**src/rtl/tlul_pkg.sv**
```systemverilog
// Minimal TL-UL channel types, opcodes and response integrity generator
// shared by the SRAM tap and its bench.
package tlul_pkg;

  localparam logic [2:0] PutFullData    = 3'h0;
  localparam logic [2:0] PutPartialData = 3'h1;
  localparam logic [2:0] ArithmeticData = 3'h2;
  localparam logic [2:0] LogicalData    = 3'h3;
  localparam logic [2:0] Get            = 3'h4;
  localparam logic [2:0] Intent         = 3'h5;
  localparam logic [2:0] AccessAck      = 3'h0;
  localparam logic [2:0] AccessAckData  = 3'h1;

  typedef struct packed {
    logic [6:0] rsp_intg;
    logic [6:0] data_intg;
  } tl_d_user_t;

  typedef struct packed {
    logic        a_valid;
    logic [2:0]  a_opcode;
    logic [2:0]  a_param;
    logic [1:0]  a_size;
    logic [7:0]  a_source;
    logic [31:0] a_address;
    logic [3:0]  a_mask;
    logic [31:0] a_data;
    logic [13:0] a_user;
    logic        d_ready;
  } tl_h2d_t;

  typedef struct packed {
    logic        d_valid;
    logic [2:0]  d_opcode;
    logic [2:0]  d_param;
    logic [1:0]  d_size;
    logic [7:0]  d_source;
    logic        d_sink;
    logic [31:0] d_data;
    tl_d_user_t  d_user;
    logic        d_error;
    logic        a_ready;
  } tl_d2h_t;

  // Seven parity checks, each over a rotated copy of a fixed spreading mask.
  function automatic logic [6:0] intg7(input logic [31:0] v);
    logic [31:0] m;
    logic [6:0]  c;
    c = '0;
    for (int k = 0; k < 7; k++) begin
      m = (32'h9E37_79B9 << (5 * k)) | (32'h9E37_79B9 >> (32 - 5 * k));
      c[k] = ^(v & m);
    end
    return c;
  endfunction

  function automatic tl_d_user_t tl_rsp_intg_gen(input logic [2:0] op, input logic [1:0] size,
                                                 input logic err, input logic [31:0] data);
    tl_d_user_t u;
    u.rsp_intg  = intg7({26'b0, op, size, err});
    u.data_intg = intg7(data);
    return u;
  endfunction

endpackage

```
**src/rtl/sim_sram_tap.sv**
```systemverilog
// TL-UL interceptor: in-window requests hit a local SRAM and export a write
// strobe; everything else passes through to the crossbar, kept in order.
module sim_sram_tap
  import tlul_pkg::*;
#(
  parameter int Depth          = 32,
  parameter int MaxOutstanding = 4
) (
  input  logic        clk_sys,
  input  logic        rst_sys_n,
  input  logic [31:0] start_addr_i,
  input  tl_h2d_t     tl_in_i,
  output tl_d2h_t     tl_in_o,
  output tl_h2d_t     tl_out_o,
  input  tl_d2h_t     tl_out_i,
  output logic        wr_valid_o,
  output logic [31:0] wr_addr_o,
  output logic [31:0] wr_data_o
);

  localparam int          AW       = $clog2(Depth);
  localparam int          CW       = $clog2(MaxOutstanding + 1);
  localparam logic [32:0] WinBytes = 33'(Depth * 4);

  logic [31:0]   r_mem [Depth];
  logic [CW-1:0] r_cnt;
  logic          r_rsp_valid;
  logic [2:0]    r_rsp_op;
  logic          r_rsp_err;
  logic [7:0]    r_rsp_src;
  logic [1:0]    r_rsp_size;
  logic [31:0]   r_rsp_data;
  logic          r_wr_valid;
  logic [31:0]   r_wr_addr;
  logic [31:0]   r_wr_data;

  logic          w_hit, w_hit_ok, w_miss_ok, w_hit_acc;
  logic          w_is_put, w_is_get, w_mem_we, w_up, w_dn;
  logic [32:0]   w_addr33, w_base33;
  logic [AW-1:0] w_idx;
  tl_d_user_t    w_rsp_user;

  // 33-bit compare so a window near the top of memory does not wrap.
  assign w_addr33 = {1'b0, tl_in_i.a_address};
  assign w_base33 = {1'b0, start_addr_i};
  assign w_hit    = (w_addr33 >= w_base33) && (w_addr33 < w_base33 + WinBytes);
  assign w_idx    = tl_in_i.a_address[AW+1:2];

  assign w_is_put = (tl_in_i.a_opcode == PutFullData) || (tl_in_i.a_opcode == PutPartialData);
  assign w_is_get = (tl_in_i.a_opcode == Get);

  // Switching destination waits for every in-flight response to drain.
  assign w_hit_ok  = (r_cnt == '0) && (!r_rsp_valid || tl_in_i.d_ready);
  assign w_miss_ok = !r_rsp_valid && (r_cnt != CW'(MaxOutstanding));
  assign w_hit_acc = tl_in_i.a_valid && w_hit && w_hit_ok;
  assign w_mem_we  = w_hit_acc && w_is_put;

  assign w_up = tl_out_o.a_valid && tl_out_i.a_ready;
  assign w_dn = tl_out_i.d_valid && tl_in_i.d_ready && !r_rsp_valid;

  assign w_rsp_user = tl_rsp_intg_gen(r_rsp_op, r_rsp_size, r_rsp_err, r_rsp_data);

  always_comb begin
    tl_out_o         = tl_in_i;
    tl_out_o.a_valid = tl_in_i.a_valid && !w_hit && w_miss_ok;
  end

  always_comb begin
    tl_in_o = tl_out_i;
    if (r_rsp_valid) begin
      tl_in_o.d_valid  = 1'b1;
      tl_in_o.d_opcode = r_rsp_op;
      tl_in_o.d_param  = 3'b0;
      tl_in_o.d_size   = r_rsp_size;
      tl_in_o.d_source = r_rsp_src;
      tl_in_o.d_sink   = 1'b0;
      tl_in_o.d_data   = r_rsp_data;
      tl_in_o.d_user   = w_rsp_user;
      tl_in_o.d_error  = r_rsp_err;
    end
    tl_in_o.a_ready = w_hit ? w_hit_ok : (tl_out_i.a_ready && w_miss_ok);
  end

  always_ff @(posedge clk_sys) begin
    for (int b = 0; b < 4; b++) begin
      if (w_mem_we && tl_in_i.a_mask[b]) r_mem[w_idx][8*b +: 8] <= tl_in_i.a_data[8*b +: 8];
    end
  end

  always_ff @(posedge clk_sys or negedge rst_sys_n) begin
    if (!rst_sys_n) begin
      r_cnt       <= '0;
      r_rsp_valid <= 1'b0;
      r_rsp_op    <= AccessAck;
      r_rsp_err   <= 1'b0;
      r_rsp_src   <= '0;
      r_rsp_size  <= '0;
      r_rsp_data  <= '0;
      r_wr_valid  <= 1'b0;
      r_wr_addr   <= '0;
      r_wr_data   <= '0;
    end else begin
      case ({w_up, w_dn})
        2'b10:   r_cnt <= r_cnt + CW'(1);
        2'b01:   r_cnt <= r_cnt - CW'(1);
        default: r_cnt <= r_cnt;
      endcase
      if (w_hit_acc) begin
        r_rsp_valid <= 1'b1;
        r_rsp_op    <= w_is_get ? AccessAckData : AccessAck;
        r_rsp_err   <= !(w_is_put || w_is_get);
        r_rsp_src   <= tl_in_i.a_source;
        r_rsp_size  <= tl_in_i.a_size;
        r_rsp_data  <= w_is_get ? r_mem[w_idx] : 32'h0;
      end else if (tl_in_i.d_ready) begin
        r_rsp_valid <= 1'b0;
      end
      r_wr_valid <= w_mem_we;
      if (w_mem_we) begin
        r_wr_addr <= tl_in_i.a_address;
        r_wr_data <= tl_in_i.a_data;
      end
    end
  end

  assign wr_valid_o = r_wr_valid;
  assign wr_addr_o  = r_wr_addr;
  assign wr_data_o  = r_wr_data;

endmodule

```
**config.mk**
```make
export PLATFORM = sky130hd
export DESIGN_NAME = sim_sram_tap
export DESIGN_NICKNAME = d
export VERILOG_FILES = /design/src/rtl/tlul_pkg.sv /design/src/rtl/sim_sram_tap.sv
export SDC_FILE = /design/constraint.sdc
export NUM_CORES = 1
export LEC_CHECK = 0
export CORE_ASPECT_RATIO = 1.5
export CORE_MARGIN = 4
export CORE_UTILIZATION = 45
export DETAILED_ROUTE_END_ITERATION = 6
export MAX_ROUTING_LAYER = met4
export PLACE_DENSITY = 0.75
export SYNTH_ARGS = -nofsm -noshare
export SYNTH_HDL_FRONTEND = slang
export SYNTH_SLANG_ARGS = --single-unit
```
**constraint.sdc**
```tcl
create_clock -name clk_sys -period 5.45 [get_ports clk_sys]
set_clock_uncertainty 0.1 [all_clocks]
set_input_delay 1.09 -clock clk_sys [delete_from_list [all_inputs] [get_ports clk_sys]]
set_output_delay 1.09 -clock clk_sys [all_outputs]
set_load 0.02 [all_outputs]
```
==> results of run 1 <==
## logic make-up (layout without fill, tap and decap cells)
| family | after synthesis | count (layout) | synth area share (%) |
|---|---|---|---|
| XOR/XNOR | 102 | 102 | 1.910 |
| buffers and inverters | 283 | 863 | 3.251 |
| other | 0 | 7 | 0 |
| multiplexers | 409 | 409 | 15.76 |
| adder cells (fa/ha/maj) | 60 | 60 | 1.596 |
| AO/OA/AOI/OAI | 231 | 231 | 3.538 |
| flip-flops | 1137 | 1137 | 70.69 |
| AND/OR/NAND/NOR | 272 | 272 | 3.251 |
## report_power, final
part	switching [mW]	internal [mW]	leakage (nW)
combinational	1.54	1.45	6.94
clock	3.27	4.14	1.65
sequential	0.270	9.74	10.7
## cell type report
class                           instances  area share [%]
Inverter                               43          0.2807
Tap cell                             1396           3.038
Clock inverter                         74           1.647
Clock buffer                          109           4.337
Sequential cell                      1137           58.40
Antenna cell                            7         0.03047
Multi-Input combinational cell       1074           21.95
Timing Repair Buffer                  637           10.31
## what timing repair did
action,in CTS,in global routing
gates cloned,0,0
hold buffers,0,0
buffers inserted,5,1
pin swaps,19,30
resized for setup,61,36
setup endpoints to repair,778,2
## metrics by stage
step           cells  hold WS, ps
2_1_floorplan   2494        346.5
3_3_place_gp    4282        366.6
3_5_place_dp    4282        384.3
4_1_cts         4469        194.2
5_1_grt         4477        225.9
6_report        4477        228.7
## path summary, 6_finish.rpt
check / from / endpoint / depth (start not counted)
max reg2reg: r_rsp_valid / r_mem[15][15] / 5
min reg2reg: r_cnt[0] / r_cnt[0] / 1
min: rst_sys_n / wr_addr_o[23] / 1
max: start_addr_i[5] / tl_in_o[0] / 12
min in group clk_sys: r_cnt[0] / r_cnt[0] / 1
max in group asynchronous: rst_sys_n / r_rsp_valid / 2
## routing by layer
layer | wire length [um] | vias to the layer above
li1 | - | 11070
met3 | 10780 | 285
met1 | 46030 | 13610
met4 | 8597 | 0
met5 | 0 | -
met2 | 72500 | 1538
## critical path: stages
cell and delay [ps]:
clkdlybuf4s50_1 600, inv_1 70, ha_1 320, a21oi_1 100, o21ai_0 180, a21oi_1 110
o31a_1 340, a2111oi_4 500, o22ai_4 150, and4b_1 220, or3_4 380, buf_6 140
## state kept, by name, indices dropped and copies added, names as in the netlist
register / count
r_rsp_data: 32
r_rsp_valid: 1
wr_data_o: 32
r_rsp_err: 1
wr_valid_o: 1
r_rsp_op: 1
r_rsp_size: 2
wr_addr_o: 32
r_cnt: 3
r_rsp_src: 8
r_mem: 1024
## placed cells by master (no fill, tap or decap), types with 7 or more instances in the layout
master / instances
nor3_2: 28
diode_2: 7
nand2_1: 39
clkdlybuf4s50_1: 372
buf_4: 224
ha_1: 57
o21ai_0: 9
xnor2_1: 80
buf_12: 13
clkinvlp_4: 10
inv_1: 36
nor3_1: 105
inv_2: 7
a31oi_1: 33
dlygate4sd2_1: 7
bufinv_16: 16
a22oi_1: 64
nand3_1: 17
a21o_1: 8
mux2_2: 148
clkinv_2: 10
inv_6: 10
nor2b_1: 10
edfxtp_1: 1024
xor2_1: 18
clkbuf_1: 11
a22o_1: 32
dfrtp_1: 112
nand4_1: 9
mux4_2: 256
clkbuf_16: 98
a21oi_1: 25
nor2_1: 22
clkinv_1: 13
a221oi_1: 33
==> results.txt, run 1 <==
Via count of the first global-routing pass: 27.50k
Upper clock frequency limit: 0.1852 GHz
Most common flop cell mapped by yosys: edfxtp_1
TritonCTS Buffers: 98
Count of final hold-check violations: 0
Met1 Resource Use GR: 28.04%
PortBufs: 396
Post-synthesis area per instance: 19.04 um2
H-Tree Depth: 3
Core Rows: 145
Post-synth top area share: 64.74%
Io pins: 431
DRT iter0 DRCs: 2635
Tmin final: 5400 ps
Multi-input gate area: 12620 um2
Overflow after GRT: 0
Antenna Nets Post-Route: 0
Vias post-DR: 26.50k
Post-synth EDFFs: 1024
Setup_tns: 0 ps
Pwr dens: 355.0 nW/um2
Busiest grt layer: met2
Syn Nets: 2754
Seq/Total Area, Yosys: 70.69%
Netlist cell types: 64
Starting Density: 45.45%
Syn. warnings: 0
Setup ws final: 49.71 ps
# setup viols final: 0
Final Instance Area: 57500 um2
Cell Area, Synth: 47500 um2
#FFs+latches synth: 1137
Core area: 104500 um2
Crit path max fanout: 4
Initial antenna violation count: 9
Share of layout cells above drive strength 1: 28.95%
Max Buffers Root-to-Sink: 3
Grt met3 use: 4.511%
Dominant cell by count in the synthesized netlist: edfxtp_1
Area after DPL: 53790 um2
DRC errors left: 2
Die height: 405.9 um
Critical Path RT: 4260 ps
Arrival time at the worst endpoint: 4210 ps
Final HPWL DP: 95340 um
Peak supply drop: 0.2627 mV
DP Worst Slack: -1104 ps
Status: finished, violations left
Hold WC Path Type: input port to async pin
Routed Wire Length: 137900 um
GR Layer Usage met2: 43.90%
Number of fillers in the final layout: 7922
Synth top cells by count: 1024 x edfxtp_1, 256 x mux4_2, 148 x mux2_2
Via density: 5.919
Max cap viols: 0
GP Congestion: 1.000
Clk_lat worst skew: 700 ps
Synthesized instance count: 2494
Clk sinks: 1137
CP Launch Type: input port
Die Footprint: 110900 um2
WL/cell: 30.81 um
Leakage: 19.31 nW
Fin crit share: 99.09%
Util after Layout: 55.02%
Final Slew Violations: 0
Layout area overhead: 21.05%
Layout net count: 3251
Overall Power: 20.41 mW
Largest net degree at the start of global routing: 124
Die Width: 273.3 um
Async S/R FF share, synth: 9.938%
Global-route wire length before repair: 197700 um
Setup slack, reg-to-reg: 2180 ps
Tot GR Track Use: 25.38%
Clock transition at path regs: 70 ps
CTS tree: built
Synth area leaders: edfxtp_1 65%, mux4_2 12%, dfrtp_1 6.0%
Reg area: 33580 um2
Failing checks: DRC
Synth area leader: edfxtp_1
Pre-antenna DRT Iters: 7
Crit end category: primary output
Pin slew with the least headroom to its limit: 1384 ps
Slew headroom: 7.024%
Clock Tree Root: clkbuf_16
Critical setup path kind: input port to primary output
(Power assumes the default switching activity.)
==> run 2: changes to the inputs <==
--- a/config.mk
+++ b/config.mk
@@ -6,4 +6,6 @@
 export NUM_CORES = 1
 export LEC_CHECK = 0
+export CELL_PAD_IN_SITES_DETAIL_PLACEMENT = 1
+export CELL_PAD_IN_SITES_GLOBAL_PLACEMENT = 1
 export CORE_ASPECT_RATIO = 1.5
 export CORE_MARGIN = 4
@@ -11,5 +13,5 @@
 export DETAILED_ROUTE_END_ITERATION = 6
 export MAX_ROUTING_LAYER = met4
-export PLACE_DENSITY = 0.75
+export PLACE_DENSITY = 0.83
 export SYNTH_ARGS = -nofsm -noshare
 export SYNTH_HDL_FRONTEND = slang
--- a/constraint.sdc
+++ b/constraint.sdc
@@ -3,3 +3,3 @@
 set_input_delay 1.09 -clock clk_sys [delete_from_list [all_inputs] [get_ports clk_sys]]
 set_output_delay 1.09 -clock clk_sys [all_outputs]
-set_load 0.02 [all_outputs]
+set_load 0.01 [all_outputs]
==> run 2 against run 1 <==
Net effect: the flow now finishes without violations; die area stayed put; routed wire length increased by 10%; power decreased by 0.62%; non-clock buffer count rose by 98; combinational power down 3%; worst setup slack improved by 2.3 ps; fmax is essentially flat; final cell count up 2.4%; critical endpoint unchanged; largest cell class unchanged; largest power group unchanged.
==> results.txt, run 2 (synthesized netlist as in run 1, its figures left out) <==
Crit end category: primary output
Die Footprint: 110900 um2
DRT iter0 DRCs: 2839
Unrepaired setup endpoints after global routing: false
Global-route wire length before repair: 218600 um
Overall Power: 20.29 mW
Crit path cell chain: clkdlybuf4s50_1 > inv_1 > ha_1 > nand2_1 > o21ai_0 > a21oi_1 > o31a_1 > a2111oi_4 > o22ai_2 > buf_4 > and4b_1 > or3_4 > buf_6
PortBufs: 396
Commonest non-fill, non-tap cells in the layout: 1024 x edfxtp_1, 369 x clkdlybuf4s50_1, 325 x buf_4
Core Rows: 145
Tot GR Track Use: 28.28%
Max reg flops: 1024
Slew headroom: 27.86%
Reg2Reg Depth: 6
Slowest stage delay, CP: 590 ps
Most flops, register: r_mem
Number of fillers in the final layout: 9435
GP Congestion: 1.027
Largest net degree at the start of global routing: 121
Arrival time at the worst endpoint: 4210 ps
Max cap viols: 0
Starting Density: 45.45%
Layout net count: 3354
Multi-input gate area: 12630 um2
Share of layout cells above drive strength 1: 31.18%
Peak supply drop: 0.2351 mV
Status: complete, no violations
TritonCTS Buffers: 103
Setup_tns: 0 ps
Fin crit share: 99.05%
Leakage: 19.91 nW
Commonest non-fill, non-tap cell in the layout: edfxtp_1
Tmin final: 5398 ps
Pre-antenna DRT Iters: 5
Antenna Nets Post-Route: 0
Overflow after GRT: 0
Io pins: 431
Die height: 405.9 um
Clk sinks: 1137
Worst reg2reg startpoint: r_rsp_valid
# setup viols final: 0
Layout area overhead: 22.41%
FF-to-FF End: wr_data_o[28]
CTS tree: built
Routed Wire Length: 152300 um
Die Width: 273.3 um
Vias post-DR: 27.65k
Clock Tree Root: clkbuf_16
Via density: 6.029
Pwr dens: 348.9 nW/um2
Final Slew Violations: 0
Upper clock frequency limit: 0.1853 GHz
Pin slew with the least headroom to its limit: 1080 ps
Count of final hold-check violations: 0
CP max-delay cell: clkdlybuf4s50_1
Clock transition at path regs: 60 ps
Hold WC Path Type: input port to async pin
Final HPWL DP: 102900 um
WL/cell: 33.22 um
Critical setup path kind: input port to primary output
Setup slack, reg-to-reg: 2270 ps
Crit path max fanout: 2
Hold buffers post-CTS: 0
Critical Path RT: 4260 ps
Core area: 104500 um2
DRC errors left: 0
Max Buffers Root-to-Sink: 3
Via count of the first global-routing pass: 29.69k
H-Tree Depth: 3
Initial antenna violation count: 12
Reg area: 33580 um2
CP Launch Type: input port
Clk_lat worst skew: 710 ps
## run 2: final cells by class
cell class / instances / area share (%)
antenna: 8 / 0.03443
clock buffer: 131 / 4.719
clock inverter: 62 / 1.119
inverter: 43 / 0.2776
multi-input combinational: 1074 / 21.73
sequential: 1137 / 57.76
tap: 1396 / 3.004
timing repair buffer: 735 / 11.36
## run 2: how the worst max path moves through the flow
stage | from | endpoint | slack [ps] | cells past startpoint
3_5_place_dp | start_addr_i[23] | tl_in_o[0] | -1000 | 17
6_report | start_addr_i[6] | tl_in_o[0] | 50 | 13
3_3_place_gp | start_addr_i[23] | tl_in_o[0] | -1000 | 18
2_1_floorplan | start_addr_i[9] | r_mem[17][0] | 440 | 20
5_1_grt | start_addr_i[6] | tl_in_o[0] | 5 | 13
4_1_cts | start_addr_i[9] | tl_in_o[0] | 2 | 20
## run 2: per-layer routing
metal / routed length (um) / track usage [%] / vias up
met5: 0 / - / -
met4: 11110 / 17.34 / 0
met2: 79650 / 48.44 / 1654
met3: 11390 / 5.024 / 397
met1: 50180 / 30.70 / 14350
li1: - / - / 11240
## run 2: metrics by stage
stage                     hold slack (ps)  instances  setup WS [ps]  util (%)  area, um2
final                               335.5       4586          52.04     55.64      58140
after CTS                           344.6       4576          1.950     55.46      57960
after global placement              366.0       4376         -999.3     52.09      54430
after global routing                390.2       4586          5.246     55.64      58140
after detailed placement            366.6       4376         -998.0     52.09      54430
after floorplan                     346.5       2494          438.4         -      47500
## run 2: worst max-delay path, delay by kind of cell
| kind | cells | cell delay, ps |
|---|---|---|
| adder cells (fa/ha/maj) | 1 | 310 |
| AO/OA/AOI/OAI | 5 | 1170 |
| buffers and inverters | 4 | 970 |
| AND/OR/NAND/NOR | 3 | 650 |
## run 2: power breakdown
group / internal, mW / switching (mW) / leakage [nW]
logic: 1.44 / 1.45 / 7.53
clock network: 4.11 / 3.26 / 1.66
registers: 9.74 / 0.286 / 10.7
total: 15.3 / 4.99 / 19.9
## run 2: what timing repair did
item                                    4_1_cts  5_1_grt
resized for setup                            60       66
pin swaps                                    19       36
hold endpoints to repair                      0        0
buffers inserted                              8        3
endpoints found under the setup margin        2        2
